<file path="src/rtl/mips_pkg.sv">
// Shared definitions for the data-memory bus controller: state encoding and default widths.
package mips_pkg;

  localparam int unsigned DMEM_ADDR_W      = 32;
  localparam int unsigned DMEM_DATA_W      = 32;
  localparam int unsigned DMEM_TIMEOUT_CYC = 255;

  typedef enum logic [1:0] {
    DMEM_IDLE = 2'd0,
    DMEM_REQ  = 2'd1,
    DMEM_DONE = 2'd2
  } dmem_state_e;

endpackage

</file>
<file path="src/rtl/dmem_watchdog.sv">
// REQ-phase watchdog: counts REQ cycles without ack and flags expiry on the TIMEOUT_CYC-th one.
module dmem_watchdog
  import mips_pkg::*;
#(
  parameter int unsigned TIMEOUT_CYC = DMEM_TIMEOUT_CYC
) (
  input  logic clk,
  input  logic rst_n,
  input  logic start,
  input  logic active,
  input  logic ack,
  output logic expire
);

  localparam int unsigned CNT_W = $clog2(TIMEOUT_CYC + 1);

  logic [CNT_W-1:0] cnt_q, cnt_d;

  always_comb begin
    cnt_d = cnt_q;
    if (start) begin
      cnt_d = '0;
    end else if (active && !ack) begin
      cnt_d = cnt_q + 1'b1;
    end
  end

  always_ff @(posedge clk or negedge rst_n) begin
    if (!rst_n) begin
      cnt_q <= '0;
    end else begin
      cnt_q <= cnt_d;
    end
  end

  // Fires in the cycle whose miss would make the count reach TIMEOUT_CYC; an ack there wins.
  assign expire = active && !ack && (cnt_q == CNT_W'(TIMEOUT_CYC - 1));

endmodule

</file>
<file path="src/rtl/dmem_bus_ctrl.sv">
// Core load/store to req/ack bus bridge with core stall. Optional REQ timeout under DMEM_TIMEOUT_EN.
module dmem_bus_ctrl
  import mips_pkg::*;
#(
  parameter int unsigned ADDR_W      = DMEM_ADDR_W,
  parameter int unsigned DATA_W      = DMEM_DATA_W,
  parameter int unsigned TIMEOUT_CYC = DMEM_TIMEOUT_CYC
) (
  input  logic              clk,
  input  logic              reset,
  input  logic              mem_read,
  input  logic              mem_write,
  input  logic [ADDR_W-1:0] addr,
  input  logic [DATA_W-1:0] wdata,
  output logic [DATA_W-1:0] rdata,
  output logic              stall,
  output logic              bus_req,
  output logic              bus_we,
  output logic [ADDR_W-1:0] bus_addr,
  output logic [DATA_W-1:0] bus_wdata,
  input  logic [DATA_W-1:0] bus_rdata,
  input  logic              bus_ack,
  output logic              bus_err
);

  if (TIMEOUT_CYC == 0) begin : g_bad_timeout
    $error("dmem_bus_ctrl: TIMEOUT_CYC must be at least 1");
  end

  dmem_state_e       state_q, state_d;
  logic [DATA_W-1:0] rdata_q, rdata_d;
  logic              bus_req_q, bus_req_d;
  logic              bus_we_q, bus_we_d;
  logic [ADDR_W-1:0] bus_addr_q, bus_addr_d;
  logic [DATA_W-1:0] bus_wdata_q, bus_wdata_d;
  logic              bus_err_q, bus_err_d;
  logic              mem_op;
  logic              timeout;

  assign mem_op = mem_read || mem_write;

`ifdef DMEM_TIMEOUT_EN
  dmem_watchdog #(
    .TIMEOUT_CYC(TIMEOUT_CYC)
  ) u_watchdog (
    .clk   (clk),
    .rst_n (reset),
    .start (state_q == DMEM_IDLE && mem_op),
    .active(state_q == DMEM_REQ),
    .ack   (bus_ack),
    .expire(timeout)
  );
`else
  assign timeout = 1'b0;
`endif

  always_comb begin
    state_d     = state_q;
    rdata_d     = rdata_q;
    bus_req_d   = bus_req_q;
    bus_we_d    = bus_we_q;
    bus_addr_d  = bus_addr_q;
    bus_wdata_d = bus_wdata_q;
    bus_err_d   = bus_err_q;
    stall       = 1'b0;
    unique case (state_q)
      DMEM_IDLE: begin
        if (mem_op) begin
          stall       = 1'b1;
          state_d     = DMEM_REQ;
          bus_req_d   = 1'b1;
          bus_we_d    = mem_write;
          bus_addr_d  = addr & ~ADDR_W'(3);
          bus_wdata_d = wdata;
        end
      end
      DMEM_REQ: begin
        stall = 1'b1;
        if (bus_ack) begin
          state_d   = DMEM_DONE;
          bus_req_d = 1'b0;
          if (!bus_we_q) rdata_d = bus_rdata;
        end else if (timeout) begin
          state_d   = DMEM_DONE;
          bus_req_d = 1'b0;
          bus_err_d = 1'b1;
          if (!bus_we_q) rdata_d = '0;
        end
      end
      DMEM_DONE: state_d = DMEM_IDLE;
      default:   state_d = DMEM_IDLE;
    endcase
  end

  always_ff @(posedge clk or negedge reset) begin
    if (!reset) begin
      state_q     <= DMEM_IDLE;
      rdata_q     <= '0;
      bus_req_q   <= 1'b0;
      bus_we_q    <= 1'b0;
      bus_addr_q  <= '0;
      bus_wdata_q <= '0;
      bus_err_q   <= 1'b0;
    end else begin
      state_q     <= state_d;
      rdata_q     <= rdata_d;
      bus_req_q   <= bus_req_d;
      bus_we_q    <= bus_we_d;
      bus_addr_q  <= bus_addr_d;
      bus_wdata_q <= bus_wdata_d;
      bus_err_q   <= bus_err_d;
    end
  end

  assign rdata     = rdata_q;
  assign bus_req   = bus_req_q;
  assign bus_we    = bus_we_q;
  assign bus_addr  = bus_addr_q;
  assign bus_wdata = bus_wdata_q;
  assign bus_err   = bus_err_q;

endmodule

</file>
<file path="config.mk">
export PLATFORM = sky130hd
export DESIGN_NAME = dmem_bus_ctrl
export DESIGN_NICKNAME = d
export VERILOG_FILES = /design/src/rtl/mips_pkg.sv /design/src/rtl/dmem_watchdog.sv /design/src/rtl/dmem_bus_ctrl.sv
export SDC_FILE = /design/constraint.sdc
export NUM_CORES = 1
export LEC_CHECK = 0
export BUFFER_PORTS_ARGS = -buffer_cell sky130_fd_sc_hd__buf_2
export CORE_AREA = 2 2 96 98
export DETAILED_ROUTE_END_ITERATION = 6
export DIE_AREA = 0 0 98 100
export GPL_TIMING_DRIVEN = 0
export PLACE_DENSITY = 0.84
export SLEW_MARGIN = 10
export SYNTH_ARGS = -nofsm -noshare
export SYNTH_HDL_FRONTEND = slang
export SYNTH_SLANG_ARGS = --single-unit
</file>
<file path="constraint.sdc">
create_clock -name clk -period 2 [get_ports clk]
set_clock_uncertainty 0.15 [all_clocks]
set_input_delay 0.4 -clock clk [delete_from_list [all_inputs] [get_ports clk]]
set_output_delay 0.4 -clock clk [all_outputs]
set_load 0.01 [all_outputs]
</file>
==> results.py, run 1 <==
metrics = {
    "status": {
        "status": "finished, final reports clean",
    },
    "route": {
        "wl_per_cell_um": 14.7,
        "drt_iter0_drc": 48,
        "ant_nets": 0,
        "drc": 0,
        "routed-via-count": 2522,
        "viasPerCell": 4.64,
        "dr.pass1.iters": 4,
        "drt_wl_total_mm": 8.01,
    },
    "critical_path": {
        "path_cells": "nor3_1 > nor2_1 > buf_2",
        "worstPathRequired_ps": 1450,
        "critPathKind": "flip-flop to primary output",
        "cp_max_fo": 5,
        "arrival_ps": 1230,
        "cp_slowest_cell": "dfrtp_1",
        "crit_path_max_incr_delay_ps": 430,
        "critPathCaptureType": "primary output",
        "crit_path_start_kind": "flip-flop",
    },
    "global_route": {
        "grt_max_degree": 52,
        "first_global_vias": 2690,
        "overflow": 0,
        "grtUsageTotal": 0.164,
        "grt_pass1_wl_mm": 12.8,
        "antenna_found_initial": 0,
    },
    "die": {
        "die_height_um": 100,
        "rows": 35,
        "design.core.area_um2": 8890,
        "initial_core_util": 0.434,
        "die-area_um2": 9800,
        "ioPinCount": 201,
        "dieWidth_um": 98,
    },
    "clock_tree": {
        "clkSinkCount": 98,
        "cts_root_buf": "clkbuf_8",
        "cts.clk_slew.worst_paths_ps": 80,
        "cts_buffer_depth": 2,
        "cts_htree_levels": 3,
        "cts_inserted_buffers": 9,
        "clkLatencyLatePin_ps": 340,
        "cts_tree": "yes",
    },
    "yosys": {
        "avgSynthCellArea_um2": 17.6,
        "yosysUniqueCellTypes": 18,
        "yosys_warnings": 0,
        "synthCells": 219,
        "yosysSeqAreaShare": 0.636,
        "ys_ff_latch": 98,
        "synth_area_um2": 3860,
    },
    "sta": {
        "timing.final.crit_share": 0.888,
        "rsz0062_at_grt": "no",
        "relSlewSlack": 0.565,
        "hold_viol": 0,
        "fin_hold_ws_ps": 115,
        "tightest_slew_ps": 652,
        "max_freq_ghz": 0.563,
        "min_period_ps": 1780,
        "setup_viol": 0,
        "slew_violations": 0,
    },
    "worst_hold_path": {
        "holdCritPathClass": "input pin to flip-flop",
    },
    "cells_and_area": {
        "final_cell_mix": "buf_2 (194), dfrtp_1 (98), mux2_2 (64), mux2_4 (30), buf_4 (11)",
        "num_antenna_cells": 0,
        "stdcell_count": 544,
        "layout_commonest_cell": "buf_2",
        "area_growth_pct": 34.9,
        "fin_nets": 530,
        "fillers": 754,
        "drive_gt1_frac": 0.734,
    },
    "power": {
        "p_int_mw": 5.42,
        "power.switching_mw": 2.57,
        "power_frac_clock": 0.152,
        "max-vdd-ir-drop_mv": 0.784,
        "p_sw_frac": 0.321,
        "sequentialPowerShare": 0.433,
        "power.total_mw": 7.98,
        "powerDensity_nw_per_um2": 1530,
        "leakage_nw": 2.60,
        "combPwrFrac": 0.415,
    },
    "place": {
        "placed_cells": 528,
        "place.gp.congestion": 0.739,
        "dp_hpwl_mm": 6.16,
        "portBuffers": 195,
    },
    "job": {
        "maxCapViolCount": 0,
    },
}
==> what timing repair did <==
action	CTS	global route
hold buffers	1	0
buffers inserted	0	0
resized for setup	0	0
hold endpoints to repair	50	0
==> worst paths after layout <==
path / cells after the start / startpoint / end / slack, ps
min reg2reg: 1 / state_q[1]$_DFFE_PN0P_ / state_q[0]$_DFFE_PN0P_ / 360
max: 3 / state_q[0]$_DFFE_PN0P_ / stall / 220
min in group asynchronous: 2 / reset / rdata[28]$_DFFE_PN0P_ / 480
max reg2reg: 5 / state_q[0]$_DFFE_PN0P_ / bus_addr[20]$_DFFE_PN0P_ / 230
max in group asynchronous: 3 / reset / state_q[1]$_DFFE_PN0P_ / 560
min: 2 / bus_ack / state_q[0]$_DFFE_PN0P_ / 120
==> synthesized netlist by cell type <==
master | instances | area [µm²]
a211o_1 | 1 | 8.76
a211oi_1 | 1 | 7.51
a22o_1 | 1 | 8.76
and3b_1 | 1 | 8.76
buf_12 | 3 | 60.1
buf_4 | 10 | 75.1
buf_6 | 1 | 11.3
conb_1 | 1 | 3.75
dfrtp_1 | 98 | 2450
mux2_2 | 64 | 721
mux2_4 | 30 | 450
nand2_1 | 1 | 3.75
nand2b_1 | 1 | 6.26
nor2_1 | 2 | 7.51
nor2b_1 | 1 | 6.26
nor2b_4 | 1 | 13.8
nor3_1 | 1 | 5.00
o21a_1 | 1 | 7.51
==> per-layer routing <==
| layer | track usage | share of wire |
|---|---|---|
| met4 | 0.0470 | 0.014 |
| met3 | 0.0543 | 0.071 |
| met5 | 0 | 0 |
| met2 | 0.276 | 0.52 |
| met1 | 0.204 | 0.39 |
==> per-stage QoR <==
step	util	setup slack (ps)	setup TNS (ps)	instance area (µm²)
finish	0.586	224	0	5200
global route	0.586	133	0	5200
CTS	0.586	204	0	5200
detailed placement	0.564	214	0	5010
global placement	0.560	-499	-48390	4980
floorplan	-	409	0	3860
==> critical path: cells and delay by family, from the launching register on <==
| family | cells | cell delay, ps |
|---|---|---|
| AND/OR/NAND/NOR | 2 | 320 |
| flip-flops | 1 | 430 |
| buffers and inverters | 1 | 140 |
==> sequential cells by signal, summed over array words and instances (netlist names) <==
name       cells
bus_wdata     32
rdata         32
bus_addr      30
state_q        2
bus_req        1
bus_we         1
==> cells by family (layout without fill, tap and decap cells) <==
logic type             after synthesis  in the layout  share of synthesized area
AND/OR/NAND/NOR                      8              8                     0.0133
other                                1              3                   0.000972
flip-flops                          98             98                      0.636
multiplexers                        94             94                      0.304
AO/OA/AOI/OAI                        4              4                    0.00844
buffers and inverters               14            226                     0.0379
==> power groups by stage <==
stage | clock [mW] | sequential [mW] | combinational, mW
final | 1.22 | 3.45 | 3.31
after global routing | 1.35 | 3.59 | 3.55
after CTS | 1.26 | 3.47 | 3.38
after detailed placement | 0 | 3.50 | 3.36
after global placement | 0 | 3.42 | 3.28
after floorplan | 0 | 3.96 | 1.48
==> final cells by class <==
| class | instances | area (µm²) | area share |
|---|---|---|---|
| plain buffers | 14 | 146 | 0.0281 |
| clock buffers | 11 | 131 | 0.0252 |
| clock inverters | 4 | 53.8 | 0.0103 |
| multi-input cells | 109 | 1270 | 0.243 |
| flip-flops and latches | 98 | 2450 | 0.471 |
| well taps | 111 | 139 | 0.0267 |
| repair buffers | 197 | 1020 | 0.195 |
(Power assumes the default switching activity.)
==> run 2: changes to the inputs <==
--- a/config.mk
+++ b/config.mk
@@ -5,12 +5,14 @@
 export SDC_FILE = /design/constraint.sdc
 export NUM_CORES = 1
 export LEC_CHECK = 0
+export ABC_AREA = 1
 export BUFFER_PORTS_ARGS = -buffer_cell sky130_fd_sc_hd__buf_2
-export CORE_AREA = 2 2 96 98
+export CORE_AREA = 2 2 97 99
 export DETAILED_ROUTE_END_ITERATION = 6
-export DIE_AREA = 0 0 98 100
+export DIE_AREA = 0 0 99 101
 export GPL_TIMING_DRIVEN = 0
-export PLACE_DENSITY = 0.84
+export PLACE_DENSITY = 0.83
+export SKIP_LAST_GASP = 1
 export SLEW_MARGIN = 10
 export SYNTH_ARGS = -nofsm -noshare
 export SYNTH_HDL_FRONTEND = slang
==> results.py, run 2 <==
metrics = {
    "status": {
        "status": "finished, final reports clean",
    },
    "route": {
        "wl_per_cell_um": 14.1,
        "viasPerCell": 4.94,
        "dr.pass1.iters": 4,
        "drt_iter0_drc": 148,
        "routed-via-count": 3754,
        "drt_wl_total_mm": 10.7,
        "ant_nets": 0,
        "drc": 0,
    },
    "global_route": {
        "grtUsageTotal": 0.217,
        "antenna_found_initial": 0,
        "first_global_vias": 3737,
        "grt_max_degree": 52,
        "grt_pass1_wl_mm": 17.4,
        "overflow": 0,
    },
    "critical_path": {
        "arrival_ps": 1360,
        "critPathCaptureType": "primary output",
        "rrSetupSlack_ps": 370,
        "worstPathRequired_ps": 1450,
        "crit_path_max_incr_delay_ps": 430,
        "r2r_start": "state_q[1]$_DFFE_PN0P_",
        "critPathKind": "flip-flop to primary output",
        "path_cells": "nor2_4 > nand2_2 > buf_6 > nand2_1 > buf_2",
        "cp_slowest_cell": "dfrtp_2",
        "cp_max_fo": 11,
        "rr_endpoint": "bus_addr[14]$_DFFE_PN0P_",
        "crit_path_start_kind": "flip-flop",
        "r2r_cells": 5,
    },
    "sta": {
        "relSlewSlack": 0.580,
        "hold_viol": 0,
        "max_freq_ghz": 0.524,
        "slew_violations": 0,
        "min_period_ps": 1910,
        "setup_viol": 0,
        "timing.final.crit_share": 0.954,
        "tightest_slew_ps": 630,
        "rsz0062_at_grt": "no",
    },
    "yosys": {
        "synthXorXnorAreaFrac": 0,
        "yosys_warnings": 0,
        "synth_edf_count": 0,
        "synth_common_cells": "nand2_1 (198), dfrtp_1 (98), nand3_1 (94), buf_2 (13), clkbuf_1 (9)",
        "yosysUniqueCellTypes": 15,
        "yosysSeqAreaShare": 0.630,
        "ys_ff_latch": 98,
        "netlist.area_leader.share": 0.630,
        "avgSynthCellArea_um2": 9.03,
        "synth-adder-area-share": 0,
        "synth-async-reset-ratio": 1.00,
        "ys_top_cells_by_area": "dfrtp_1 (63%), nand2_1 (19%), nand3_1 (12%)",
        "synth_area_um2": 3890,
        "synth_top_area_cell": "dfrtp_1",
        "synth_top_family_by_area": "simple AND/OR/NAND/NOR gates",
        "yosys.area_share.simple": 0.317,
        "synth_top_flop_cell": "dfrtp_1",
        "synth_compound_area_frac": 0.00257,
        "synth_most_common_cell": "nand2_1",
        "synth.area.mux_share": 0,
        "synthCells": 431,
    },
    "die": {
        "initial_core_util": 0.434,
        "ioPinCount": 201,
        "design.core.area_um2": 8980,
        "rows": 35,
        "dieWidth_um": 99,
        "die_height_um": 101,
        "die-area_um2": 10000,
    },
    "cells_and_area": {
        "num_antenna_cells": 0,
        "layout_commonest_cell": "buf_2",
        "fin_util": 0.588,
        "fillers": 782,
        "drive_gt1_frac": 0.370,
        "fin_area_um2": 5280,
        "area_growth_pct": 35.6,
        "fin_nets": 746,
        "final_cell_mix": "buf_2 (207), nand2_1 (197), dfrtp_1 (97), nand3_1 (94)",
    },
    "clock_tree": {
        "clkSinkCount": 98,
        "cts_root_buf": "clkbuf_8",
        "cts_inserted_buffers": 9,
        "cts_tree": "yes",
        "cts_buffer_depth": 2,
        "cts_htree_levels": 3,
        "clkLatencyLatePin_ps": 340,
        "cts.clk_slew.worst_paths_ps": 90,
    },
    "power": {
        "power.total_mw": 8.37,
        "sequentialPowerShare": 0.411,
        "leakage_nw": 3.12,
        "p_sw_frac": 0.410,
        "combPwrFrac": 0.440,
        "max-vdd-ir-drop_mv": 0.907,
        "power_frac_clock": 0.149,
        "powerDensity_nw_per_um2": 1590,
        "p_int_mw": 4.94,
        "power.switching_mw": 3.44,
    },
    "worst_hold_path": {
        "hold_start": "bus_ack",
        "holdCritPathClass": "input pin to flip-flop",
        "min_path_cells": 2,
        "min_to": "state_q[0]$_DFFE_PN0P_",
    },
    "place": {
        "place.gp.congestion": 0.807,
        "dp_hpwl_mm": 8.10,
        "dpl_cell_area_um2": 5050,
        "portBuffers": 195,
    },
    "job": {
        "maxCapViolCount": 0,
    },
}
-- run 2: changes by cell type after synthesis, sizes merged, moves of 2 or more --
| cell | change |
|---|---|
| buf | +8 |
| clkbuf | +9 |
| inv | +4 |
| mux2 | -94 |
| nand2 | +197 |
| nand3 | +94 |
| nor2b | -2 |
| o21ai | +2 |
-- run 2: final cells by class --
class	instances	area [µm²]	share of cell area
inverters	4	15.0	0.00284
clock inverters	6	65.1	0.0123
flip-flops and latches	98	2450	0.465
plain buffers	30	170	0.0322
multi-input cells	300	1260	0.238
well taps	111	139	0.0263
clock buffers	9	124	0.0235
repair buffers	202	1050	0.200
-- run 2: critical path: cells and delay by family (launching register included) --
kind	cells	cell delay, ps
AND/OR/NAND/NOR	3	300
flip-flops	1	430
buffers and inverters	2	290
-- run 2: power by group through the flow --
| stage | Sequential (mW) | Combinational, mW | Clock, mW |
|---|---|---|---|
| floorplan | 3.89 | 1.60 | 0 |
| global placement | 3.41 | 3.53 | 0 |
| detailed placement | 3.46 | 3.67 | 0 |
| CTS | 3.44 | 3.72 | 1.28 |
| global route | 3.54 | 4.15 | 1.36 |
| finish | 3.44 | 3.69 | 1.25 |
-- run 2: timing repair --
| item | CTS | global route |
|---|---|---|
| gates resized for setup | 2 | 0 |
| hold buffers | 1 | 0 |
| setup endpoints to repair | 1 | 1 |
| setup buffers | 4 | 1 |
| pin swaps | 1 | 0 |
| endpoints found under the hold margin | 47 | 0 |
-- run 2: per-layer routing --
layer	wire length (µm)	up-vias	track usage
met4	112	0	0.0485
met3	945	9	0.0673
met5	0	-	0
li1	-	1788	-
met1	4410	1798	0.266
met2	5250	159	0.378
-- run 2: logic make-up (layout without fill, tap and decap cells) --
kind of cell,count (synthesis),after routing
AO/OA/AOI/OAI,2,2
AND/OR/NAND/NOR,295,295
flip-flops,98,98
other,1,3
buffers and inverters,35,251
-- run 2: worst max path at each step --
stage / from / end / slack, ps
final: state_q[1]$_DFFE_PN0P_ / stall / 90
after global routing: state_q[1]$_DFFE_PN0P_ / stall / 3
after CTS: state_q[1]$_DFFE_PN0P_ / stall / 80
after detailed placement: mem_write / stall / -40
after global placement: reset / bus_addr[7]$_DFFE_PN0P_ / -550
after floorplan: state_q[1]$_DFFE_PN0P_ / stall / 360
-- run 2: metrics by stage --
stage | hold WS, ps | worst slack [ps] | setup TNS, ps | std cells
detailed placement | 304 | -37.1 | -37.1 | 740
global placement | 298 | -546 | -53050 | 739
global route | 78.1 | 3.20 | 0 | 760
finish | 87.1 | 91.0 | 0 | 760
CTS | 64.6 | 81.2 | 0 | 759
floorplan | -45.6 | 358 | 0 | 433
==> run 3: changes to the inputs <==
--- a/config.mk
+++ b/config.mk
@@ -6,12 +6,13 @@
 export NUM_CORES = 1
 export LEC_CHECK = 0
 export ABC_AREA = 1
-export BUFFER_PORTS_ARGS = -buffer_cell sky130_fd_sc_hd__buf_2
-export CORE_AREA = 2 2 97 99
+export CORE_AREA = 2 2 84 86
 export DETAILED_ROUTE_END_ITERATION = 6
-export DIE_AREA = 0 0 99 101
+export DIE_AREA = 0 0 86 88
+export DONT_BUFFER_PORTS = 1
 export GPL_TIMING_DRIVEN = 0
-export PLACE_DENSITY = 0.83
+export PLACE_DENSITY = 0.8
+export SETUP_SLACK_MARGIN = 0.2
 export SKIP_LAST_GASP = 1
 export SLEW_MARGIN = 10
 export SYNTH_ARGS = -nofsm -noshare
==> constraint.sdc (replaced) <==
create_clock -name clk -period 2 [get_ports clk]
set_clock_uncertainty 0.15 [all_clocks]
set_input_delay 0.4 -clock clk [delete_from_list [all_inputs] [get_ports clk]]
set_output_delay 0.4 -clock clk [all_outputs]
set_load 0.1 [all_outputs]
==> results.py, run 3 (synthesized netlist as in run 2, its figures left out) <==
metrics = {
    "global_route": {
        "grt_pass1_wl_mm": 14.3,
        "overflow": 0,
        "grt_max_degree": 99,
        "first_global_vias": 2930,
        "grtUsageTotal": 0.242,
        "antenna_found_initial": 0,
    },
    "cells_and_area": {
        "drive_gt1_frac": 0.311,
        "fin_nets": 550,
        "final_cell_mix": "nand2_1 (196), dfrtp_2 (97), nand3_1 (94), buf_2 (13), clkbuf_1 (10)",
        "num_antenna_cells": 0,
        "area_growth_pct": 12.1,
        "layout_commonest_cell": "nand2_1",
        "stdcell_count": 534,
    },
    "die": {
        "design.core.area_um2": 6640,
        "ioPinCount": 201,
        "initial_core_util": 0.586,
        "die-area_um2": 7570,
        "die_height_um": 88,
        "rows": 30,
        "dieWidth_um": 86,
    },
    "route": {
        "met2WireLength_mm": 4.27,
        "drt_wl_total_mm": 9.12,
        "top_layer_used": "met4",
        "ant_nets": 0,
        "viasPerCell": 5.61,
        "dr.pass1.iters": 4,
        "wl_met1_mm": 3.46,
        "drt_iter0_drc": 132,
        "wl_per_cell_um": 17.1,
        "drc": 0,
        "routed-via-count": 2995,
        "wl_met3_mm": 1.15,
    },
    "clock_tree": {
        "postCtsHoldBufs": 1,
        "cts_inserted_buffers": 9,
        "clkSinkCount": 98,
        "cts.clk_slew.worst_paths_ps": 90,
        "cts_buffer_depth": 2,
        "clkLatencyLatePin_ps": 350,
        "cts_root_buf": "clkbuf_8",
        "cts_htree_levels": 3,
        "cts_tree": "yes",
    },
    "critical_path": {
        "cp_max_fo": 6,
        "rrSetupSlack_ps": 330,
        "critPathCaptureType": "primary output",
        "arrival_ps": 1420,
        "rr_endpoint": "rdata[5]$_DFFE_PN0P_",
        "worstPathRequired_ps": 1450,
        "crit_path_start_kind": "flip-flop",
        "critPathKind": "flip-flop to primary output",
        "r2r_start": "bus_we$_DFFE_PN0P_",
        "r2r_cells": 5,
    },
    "sta": {
        "setup_viol": 0,
        "min_period_ps": 1970,
        "tightest_slew_ps": 570,
        "max_freq_ghz": 0.507,
        "fin_hold_ws_ps": -412,
        "relSlewSlack": 0.620,
        "hold_viol": 98,
        "timing.final.crit_share": 0.986,
        "slew_violations": 0,
        "rsz0062_at_grt": "yes",
    },
    "place": {
        "placed_cells": 513,
        "dp_hpwl_mm": 6.52,
        "portBuffers": 0,
        "place.gp.congestion": 0.766,
    },
    "status": {
        "status": "finished with violations",
        "failed_checks": "negative hold slack",
    },
    "worst_hold_path": {
        "holdCritPathClass": "input pin to asynchronous set/reset pin",
    },
    "job": {
        "maxCapViolCount": 0,
    },
}
## run 3: cell types whose count changed in the layout (fill, tap and decap cells not counted), moves of 2 or more
cell	delta
buf_2	-194
buf_4	-2
dfrtp_1	-96
dfrtp_2	+96
## run 3: worst max path at each step
stage                                 startpoint                     to  slack, ps  depth (start not counted)
after global placement    state_q[1]$_DFFE_PN0P_                  stall         30                          5
final                     state_q[0]$_DFFE_PN0P_                  stall         30                          5
after global routing      state_q[0]$_DFFE_PN0P_                  stall        -50                          5
after CTS                 state_q[1]$_DFFE_PN0P_                  stall         -6                          5
after floorplan           state_q[1]$_DFFE_PN0P_                  stall        210                          5
after detailed placement      bus_we$_DFFE_PN0P_  rdata[25]$_DFFE_PN0P_         -9                          5
## run 3: area by class of cell
cell class                 count  area [µm²]
sequential                    98        2570
fill                         542        2280
multi-input combinational    300        1280
buffer                        31         185
clock buffer                  10         128
tap                           80         100
clock inverter                 6        41.3
timing repair buffer           5        40.0
inverter                       4        15.0
## run 3: through the flow
stage | TNS [ps] | setup WS (ps) | util | instance area [µm²]
2_1_floorplan | 0 | 210 | - | 3910
3_3_place_gp | 0 | 30.7 | 0.603 | 4010
3_5_place_dp | -9.15 | -9.15 | 0.603 | 4010
4_1_cts | -6.20 | -6.20 | 0.654 | 4350
5_1_grt | -47.8 | -47.8 | 0.657 | 4360
6_report | 0 | 28.9 | 0.657 | 4360
## run 3: layer usage
layer  vias to the layer above  GRT usage
met5                         -          0
met4                         0      0.108
met3                        23     0.0914
met2                       181      0.395
met1                      1392      0.287
li1                       1399          -
## run 3: worst max-delay path, cell delays in order (launching register included)
cell	delay (ps)
dfrtp_1	430
nor2_4	150
nand2_2	70
buf_6	140
buf_8	120
nand2_8	160
## run 3: repair_timing
item | CTS | global route
setup buffers | 3 | 1
endpoints found under the setup margin | 128 | 31
resized for setup | 100 | 2
cloned | 0 | 0
endpoints found under the hold margin | 99 | 98
pin swaps | 2 | 1
Power of run 3 is left out: the tool's default activity adds up to more than one toggle a clock period on the data nets, which glitch-free logic cannot reach.
